$ cat src/rtl/multi_ch_fifo.sv
// Multi-channel FIFO: NCH logical FIFOs statically partitioned in one storage array.
// Optional sticky overflow/underflow flags on ERR when MCF_ERR_CHK_EN is defined.
module multi_ch_fifo #(
    parameter int FIFO_SIZE  = 4,
    parameter int FIFO_WIDTH = 32,
    parameter int CH_LOG     = 2
) (
    input  logic                                      CLK,
    input  logic                                      RST,
    input  logic                                      ENQ,
    input  logic [CH_LOG-1:0]                         ENQ_CH,
    input  logic [FIFO_WIDTH-1:0]                     DIN,
    input  logic                                      DEQ,
    input  logic [CH_LOG-1:0]                         DEQ_CH,
    output logic [FIFO_WIDTH-1:0]                     DOT,
    output logic                                      DOT_VLD,
    output logic [(2**CH_LOG)-1:0]                    EMP,
    output logic [(2**CH_LOG)-1:0]                    FUL,
    output logic [(2**CH_LOG)*(FIFO_SIZE+1)-1:0]      CNT
`ifdef MCF_ERR_CHK_EN
    ,
    output logic [1:0]                                ERR
`endif
);

    localparam int NCH   = 2**CH_LOG;
    localparam int DEPTH = 2**FIFO_SIZE;

    logic [FIFO_WIDTH-1:0] mem [NCH*DEPTH];
    logic [FIFO_SIZE-1:0]  head [NCH];
    logic [FIFO_SIZE-1:0]  tail [NCH];
    logic [FIFO_SIZE:0]    cnt  [NCH];

    logic           enq_ok, deq_ok;
    logic [NCH-1:0] enq_hit, deq_hit;

    // Count never exceeds DEPTH, so its MSB alone marks a full channel.
    always_comb begin
        EMP     = '0;
        FUL     = '0;
        CNT     = '0;
        for (int unsigned i = 0; i < NCH; i++) begin
            EMP[i] = (cnt[i] == '0);
            FUL[i] = cnt[i][FIFO_SIZE];
            CNT[i*(FIFO_SIZE+1) +: (FIFO_SIZE+1)] = cnt[i];
        end
    end

    always_comb begin
        enq_ok  = ENQ && !FUL[ENQ_CH];
        deq_ok  = DEQ && !EMP[DEQ_CH];
        enq_hit = '0;
        deq_hit = '0;
        for (int unsigned i = 0; i < NCH; i++) begin
            enq_hit[i] = enq_ok && (ENQ_CH == CH_LOG'(i));
            deq_hit[i] = deq_ok && (DEQ_CH == CH_LOG'(i));
        end
    end

    always_ff @(posedge CLK) begin
        if (enq_ok)
            mem[{ENQ_CH, tail[ENQ_CH]}] <= DIN;
    end

    always_ff @(posedge CLK) begin
        if (RST) begin
            for (int unsigned i = 0; i < NCH; i++) begin
                head[i] <= '0;
                tail[i] <= '0;
                cnt[i]  <= '0;
            end
        end else begin
            for (int unsigned i = 0; i < NCH; i++) begin
                if (enq_hit[i])
                    tail[i] <= tail[i] + 1'b1;
                if (deq_hit[i])
                    head[i] <= head[i] + 1'b1;
                if (enq_hit[i] && !deq_hit[i])
                    cnt[i] <= cnt[i] + 1'b1;
                else if (!enq_hit[i] && deq_hit[i])
                    cnt[i] <= cnt[i] - 1'b1;
            end
        end
    end

    always_ff @(posedge CLK) begin
        if (RST) begin
            DOT     <= '0;
            DOT_VLD <= 1'b0;
        end else begin
            DOT_VLD <= deq_ok;
            if (deq_ok)
                DOT <= mem[{DEQ_CH, head[DEQ_CH]}];
        end
    end

`ifdef MCF_ERR_CHK_EN
    always_ff @(posedge CLK) begin
        if (RST) begin
            ERR <= '0;
        end else begin
            if (ENQ && FUL[ENQ_CH])
                ERR[0] <= 1'b1;
            if (DEQ && EMP[DEQ_CH])
                ERR[1] <= 1'b1;
        end
    end
`endif

endmodule

$ cat config.mk
export PLATFORM = sky130hd
export DESIGN_NAME = multi_ch_fifo
export DESIGN_NICKNAME = d
export VERILOG_FILES = /design/src/rtl/multi_ch_fifo.sv
export SDC_FILE = /design/constraint.sdc
export NUM_CORES = 2
export LEC_CHECK = 0
export CAP_MARGIN = 20
export CORE_MARGIN = 10
export CORE_UTILIZATION = 35
export DETAILED_ROUTE_END_ITERATION = 16
export PLACE_DENSITY = 0.59
export REMOVE_ABC_BUFFERS = 1
export SYNTH_ARGS = -nofsm -noshare
export SYNTH_HDL_FRONTEND = slang
export SYNTH_SLANG_ARGS = --single-unit
$ cat constraint.sdc
create_clock -name CLK -period 4.6 [get_ports CLK]
set_input_delay 0.69 -clock CLK [delete_from_list [all_inputs] [get_ports CLK]]
set_output_delay 0.69 -clock CLK [all_outputs]
set_load 0.05 [all_outputs]
**After elaboration in Yosys (flattened, before gate mapping)**

Memories as Yosys holds them, arrays and structs flattened. A register that Yosys moved wholly into a read port is not among the register bits.
Index checks and enable logic that the tools add are counted.

- RAM bits: 2100
- Memories kept: 4
- Bits in registers: 1
- Output and inout bits: 61
- Logic and storage cells: 155

- Add/sub/neg operators: 16
- Magnitude comparators: 2
- Multiplexer cells: 76
- Equality and inequality tests: 6
- Reduce and logical (&&, ||, !) cells: 34
- Bitwise logic cells: 16

Memory list:

| memory | depth | width | rd ports | clocked after memory_dff | write ports | RTL line | source |
|---|---|---|---|---|---|---|---|
| mem | 64 | 32 | 1 | 1 | 1 | 29 | `logic [FIFO_WIDTH-1:0] mem [NCH*DEPTH];` |
| cnt | 4 | 5 | 4 | 0 | 4 | 32 | `logic [FIFO_SIZE:0] cnt [NCH];` |
| head | 4 | 4 | 5 | 0 | 4 | 30 | `logic [FIFO_SIZE-1:0] head [NCH];` |
| tail | 4 | 4 | 5 | 0 | 4 | 31 | `logic [FIFO_SIZE-1:0] tail [NCH];` |

Operators by type and width:

| cell | count |
|---|---|
| 1-bit two-way mux | 58 |
| 5-bit two-way mux | 8 |
| 4-bit by 1-bit adder with 4-bit output, second input constant | 8 |
| 4-bit two-way mux | 8 |
| 5-bit by 1-bit adder with 5-bit output, second input constant | 4 |
| 5-bit zero test | 4 |
| 5-bit by 1-bit subtractor with 5-bit output, second input constant | 4 |
| 1-bit logical AND | 18 |
| 1-bit OR | 16 |
| 1-bit zero test | 10 |
| 2-bit == test, second input constant | 4 |
| 2-bit by 3-bit < comparator with 1-bit output, second input constant | 2 |
| 1-bit binary-select mux with 2-bit select | 2 |
| 2-bit by 1-bit == test with 1-bit output, second input constant | 2 |
| 2-bit zero test | 2 |

**Logic depth before layout (Yosys ltp)**

- Depth in word-level cells: 13
- Mapped depth: 15
- Depth with buffers taken out: 14

**Worst setup path before layout**

OpenSTA, ideal clock, no wires.

- Path type: in2reg
- Start: in ENQ_CH[0]
- End: mem mem[32][0], enable pin
- Arrival: 3510 ps
- Library setup time: 421 ps
- Path buffers: 2
- Path slack: 669 ps
- Stages: 5
- Required time: 4179 ps
- Cell sequence: clkbuf_1 mux4_2 or3_1 clkbuf_1 nor2_1

- Word-level cells in the longest chain between the ends: 6
- Elaborated cells between the ends (all ways): 7
- Classes of those cells: mux: 4; reduce/logical: 2; memory: 1

RTL lines:

| what | RTL line | source |
|---|---|---|
| start: declaration | 11 | `input logic [CH_LOG-1:0] ENQ_CH,` |
| 1-bit binary-select mux with 2-bit select | 50 | `enq_ok = ENQ && !FUL[ENQ_CH];` |
| 1-bit two-way mux (not written as such) | 50 |  |
| 1-bit zero test | 50 |  |
| 1-bit logical AND | 50 |  |
| 1-bit two-way mux | 61 | `if (enq_ok)` |
| 1-bit two-way mux (not written as such) | 62 | `mem[{ENQ_CH, tail[ENQ_CH]}] <= DIN;` |
| end: declaration | 29 |  |

Several ways; a longest one is shown, not always the timed one. The select of a mux whose other input is x is not followed.

==> qor.yml <==
drc_errors: 0
root_buffer: "clkbuf_16"
ff2ff_path_depth: 13
fin_crit_sh_pct: 83.05
hold_start: "DIN[19]"
io_pins: 101
ant_nets: 0
place_area_um2: 91610
synth_seq_area_share_pct: 75.46
async_reset_ff_share_pct: 0
final_cell_mix: "2100 x edfxtp_1, 569 x nand2_1, 548 x mux2i_1, 319 x mux2_2, 211 x clkbuf_16"
vdd_ir_drop_max_uv: 344.0
htreeDepth: 4
area_growth_pct: 16.67
crit_buf_inv: 3
die_w_um: 511.2
synth.area.mux_share_pct: 11.87
synthFlopType: "edfxtp_1"
timing.rr.start: "cnt[3][0]"
p_switching_w: 0.009675
holdBufCountCts: 0
ys_seq_elements: 2133
hold_class: "input port to flop"
synthCells: 4952
post-dp-hpwl_um: 128500
final_common_cell: "edfxtp_1"
num_rows: 180
initial_core_util_pct: 35.14
avgSynthCellArea_um2: 17.05
finalMaxSlewViolations: 0
grt_pass1_vias: 46114
path_common_cell: "inv_1"
place.gp.congestion: 0.7872
clock_skew_ns: 0.03797
ctsResizeCount: 0
fin_crit_ns: 3.820
fin_ws_ns: 0.7799
arrival_ns: 3.13
grtUsageTotal_pct: 16.75
routedWlPerCell_um: 26.28
coreArea_um2: 240300
clk_path_buf_depth: 3
drt_iter0_drc: 4705
cp_top_family: "buffers and inverters"
synth-adder-area-share_pct: 0.3675
vias: 46083
cts_made_buffers: 211
p_int_w: 0.03205
timing.fmax_mhz: 261.8
pwr-share-clk_pct: 40.0
synth_edf_count: 2100
post-cts-setup-buffers: 0
drt-pass1-iter-count: 8
yosys_warnings: 0
crit_path_max_incr_delay_ns: 0.81
p_seq_share_pct: 51.8
maxCapViolations: 0
cts_sinks: 2133
hold_violations: 0
synth_cell_type_count: 63
portBuffers: 100
cp.depth: 5
rrSetupSlack_ns: 1.02
slew_headroom_pct: 34.61
busiest_layer: "met2"
path_max_fanout: 6
drive_above_1_share_pct: 19.73
critical_path_class: "flop to primary output"
place_ws_ns: 0.02397
power_leakage_nw: 31.60
regToRegEndpoint: "cnt[2][4]"
die_area_um2: 261300
drt-total-wl_um: 226600
grt_start_max_net_pins: 120
sw_frac_of_total_pct: 23.18
post-route-util_pct: 41.00
pwr-share-comb_pct: 8.3
setup_violations: 0
synth-simple-area-share_pct: 4.657
met1_usage_pct: 22.26
synthXorXnorAreaFrac_pct: 0.3215
power_density_nw_per_um2: 423.6
grt_util_met3_pct: 2.769
grt_first_pass_wirelength_um: 327500
critPathLaunchType: "flop"
viasPerCell: 5.345
cts_tree: "built"
clock_latency_ns: 0.87
synth_top_family_by_area: "multiplexers"
antenna_found_initial: 21
rsz0062_at_grt: "false"
finish.instance_area_um2: 98510
tightest_slew_ns: 0.9774
cpMaxStageDelayCell: "clkdlybuf4s50_1"
end_kind: "primary output"
use_met2_pct: 28.32
grt_overflow_total: 0
crit_path_cell_trace: "inv_1 > ha_1 > or4b_2 > inv_1 > clkdlybuf4s50_1"
nets: 5314
synth-compound-area-share_pct: 5.536
hold_end: "mem[6][19]"
status: "finished clean"
required_ns: 3.91
syn_area_um2: 84440
clk_pin_slew_ns: 0.06
holdPathStages: 1
die_h_um: 511.2
power_w: 0.04173
-- power by group through the flow --
stage | logic [W] | registers (W) | clock network (W)
3_3_place_gp | 0.00339 | 0.0220 | 0
5_1_grt | 0.00366 | 0.0216 | 0.0178
2_1_floorplan | 0.00241 | 0.0221 | 0
6_report | 0.00344 | 0.0216 | 0.0167
4_1_cts | 0.00344 | 0.0216 | 0.0169
3_5_place_dp | 0.00343 | 0.0220 | 0
-- per-stage QoR --
step / hold WS [ns] / std cells / TNS, ns
2_1_floorplan: 0.5768 / 4657 / -385.83
4_1_cts: 0.1758 / 8604 / 0
3_3_place_gp: 0.5408 / 8215 / 0
3_5_place_dp: 0.5454 / 8215 / 0
6_report: 0.1572 / 8622 / 0
5_1_grt: 0.1445 / 8617 / 0
-- how the worst max path moves through the flow --
stage          startpoint        end
3_5_place_dp    DEQ_CH[0]     DOT[9]
2_1_floorplan   DEQ_CH[1]    DOT[19]
6_report        cnt[3][0]     EMP[3]
5_1_grt         cnt[3][0]     EMP[3]
4_1_cts         cnt[3][0]     EMP[3]
3_3_place_gp    DEQ_CH[0]  cnt[1][4]
-- cell families after synthesis --
group | after synthesis
AOI/OAI and AO/OA | 646
xor gates and xnor gates | 31
adders and majority gates | 23
buffers and inverters | 313
DFF | 2133
muxes | 911
and+or+nand+nor | 895
-- area by class of cell --
cell class	instances	area [µm²]
fill	21384	141800
sequential	2133	63720
multi-input combinational	2506	19810
clock buffer	280	5669
timing repair buffer	381	4204
tap	3185	3985
clock inverter	109	1036
inverter	18	67.56
antenna	10	25.02
-- worst register-to-register path, stage by stage, from the launching register on --
cell and delay [ns]:
edfxtp_1 0.48, inv_1 0.16, ha_1 0.15, or4b_2 0.60
o32ai_1 0.27, a2111o_1 0.35, nor4_2 0.10, buf_4 0.20
ha_1 0.32, a21o_1 0.20, a21oi_1 0.17, xnor2_1 0.15
xnor2_1 0.14, nor2_1 0.05
-- metal layers --
metal	routed length, µm	vias to the layer above	part of all wire, %
li1	-	20172	-
met1	94830	24009	42
met2	111500	1579	49
met3	14640	321	6.5
met4	5583	2	2.5
met5	13	-	0.0057
-- state kept, by name, indices dropped and copies added, names as in the netlist --
signal,cells
head,16
DOT_VLD,1
tail,16
mem,2048
cnt,20
DOT,32
-- cells in the mapped netlist (46+ instances only) --
library cell	number	area, µm²
o22ai_1	64	400.4
buf_4	46	345.3
nor2_1	173	649.4
a22oi_1	126	945.9
clkbuf_1	137	514.2
edfxtp_1	2100	63060
a32oi_1	127	1112
nand2_1	571	2143
nand3_1	46	230.2
buf_2	78	390.4
mux2i_1	549	5495
mux2_2	320	3603
a31oi_1	161	1007
Note: power is estimated with default switching activity, not from simulation.
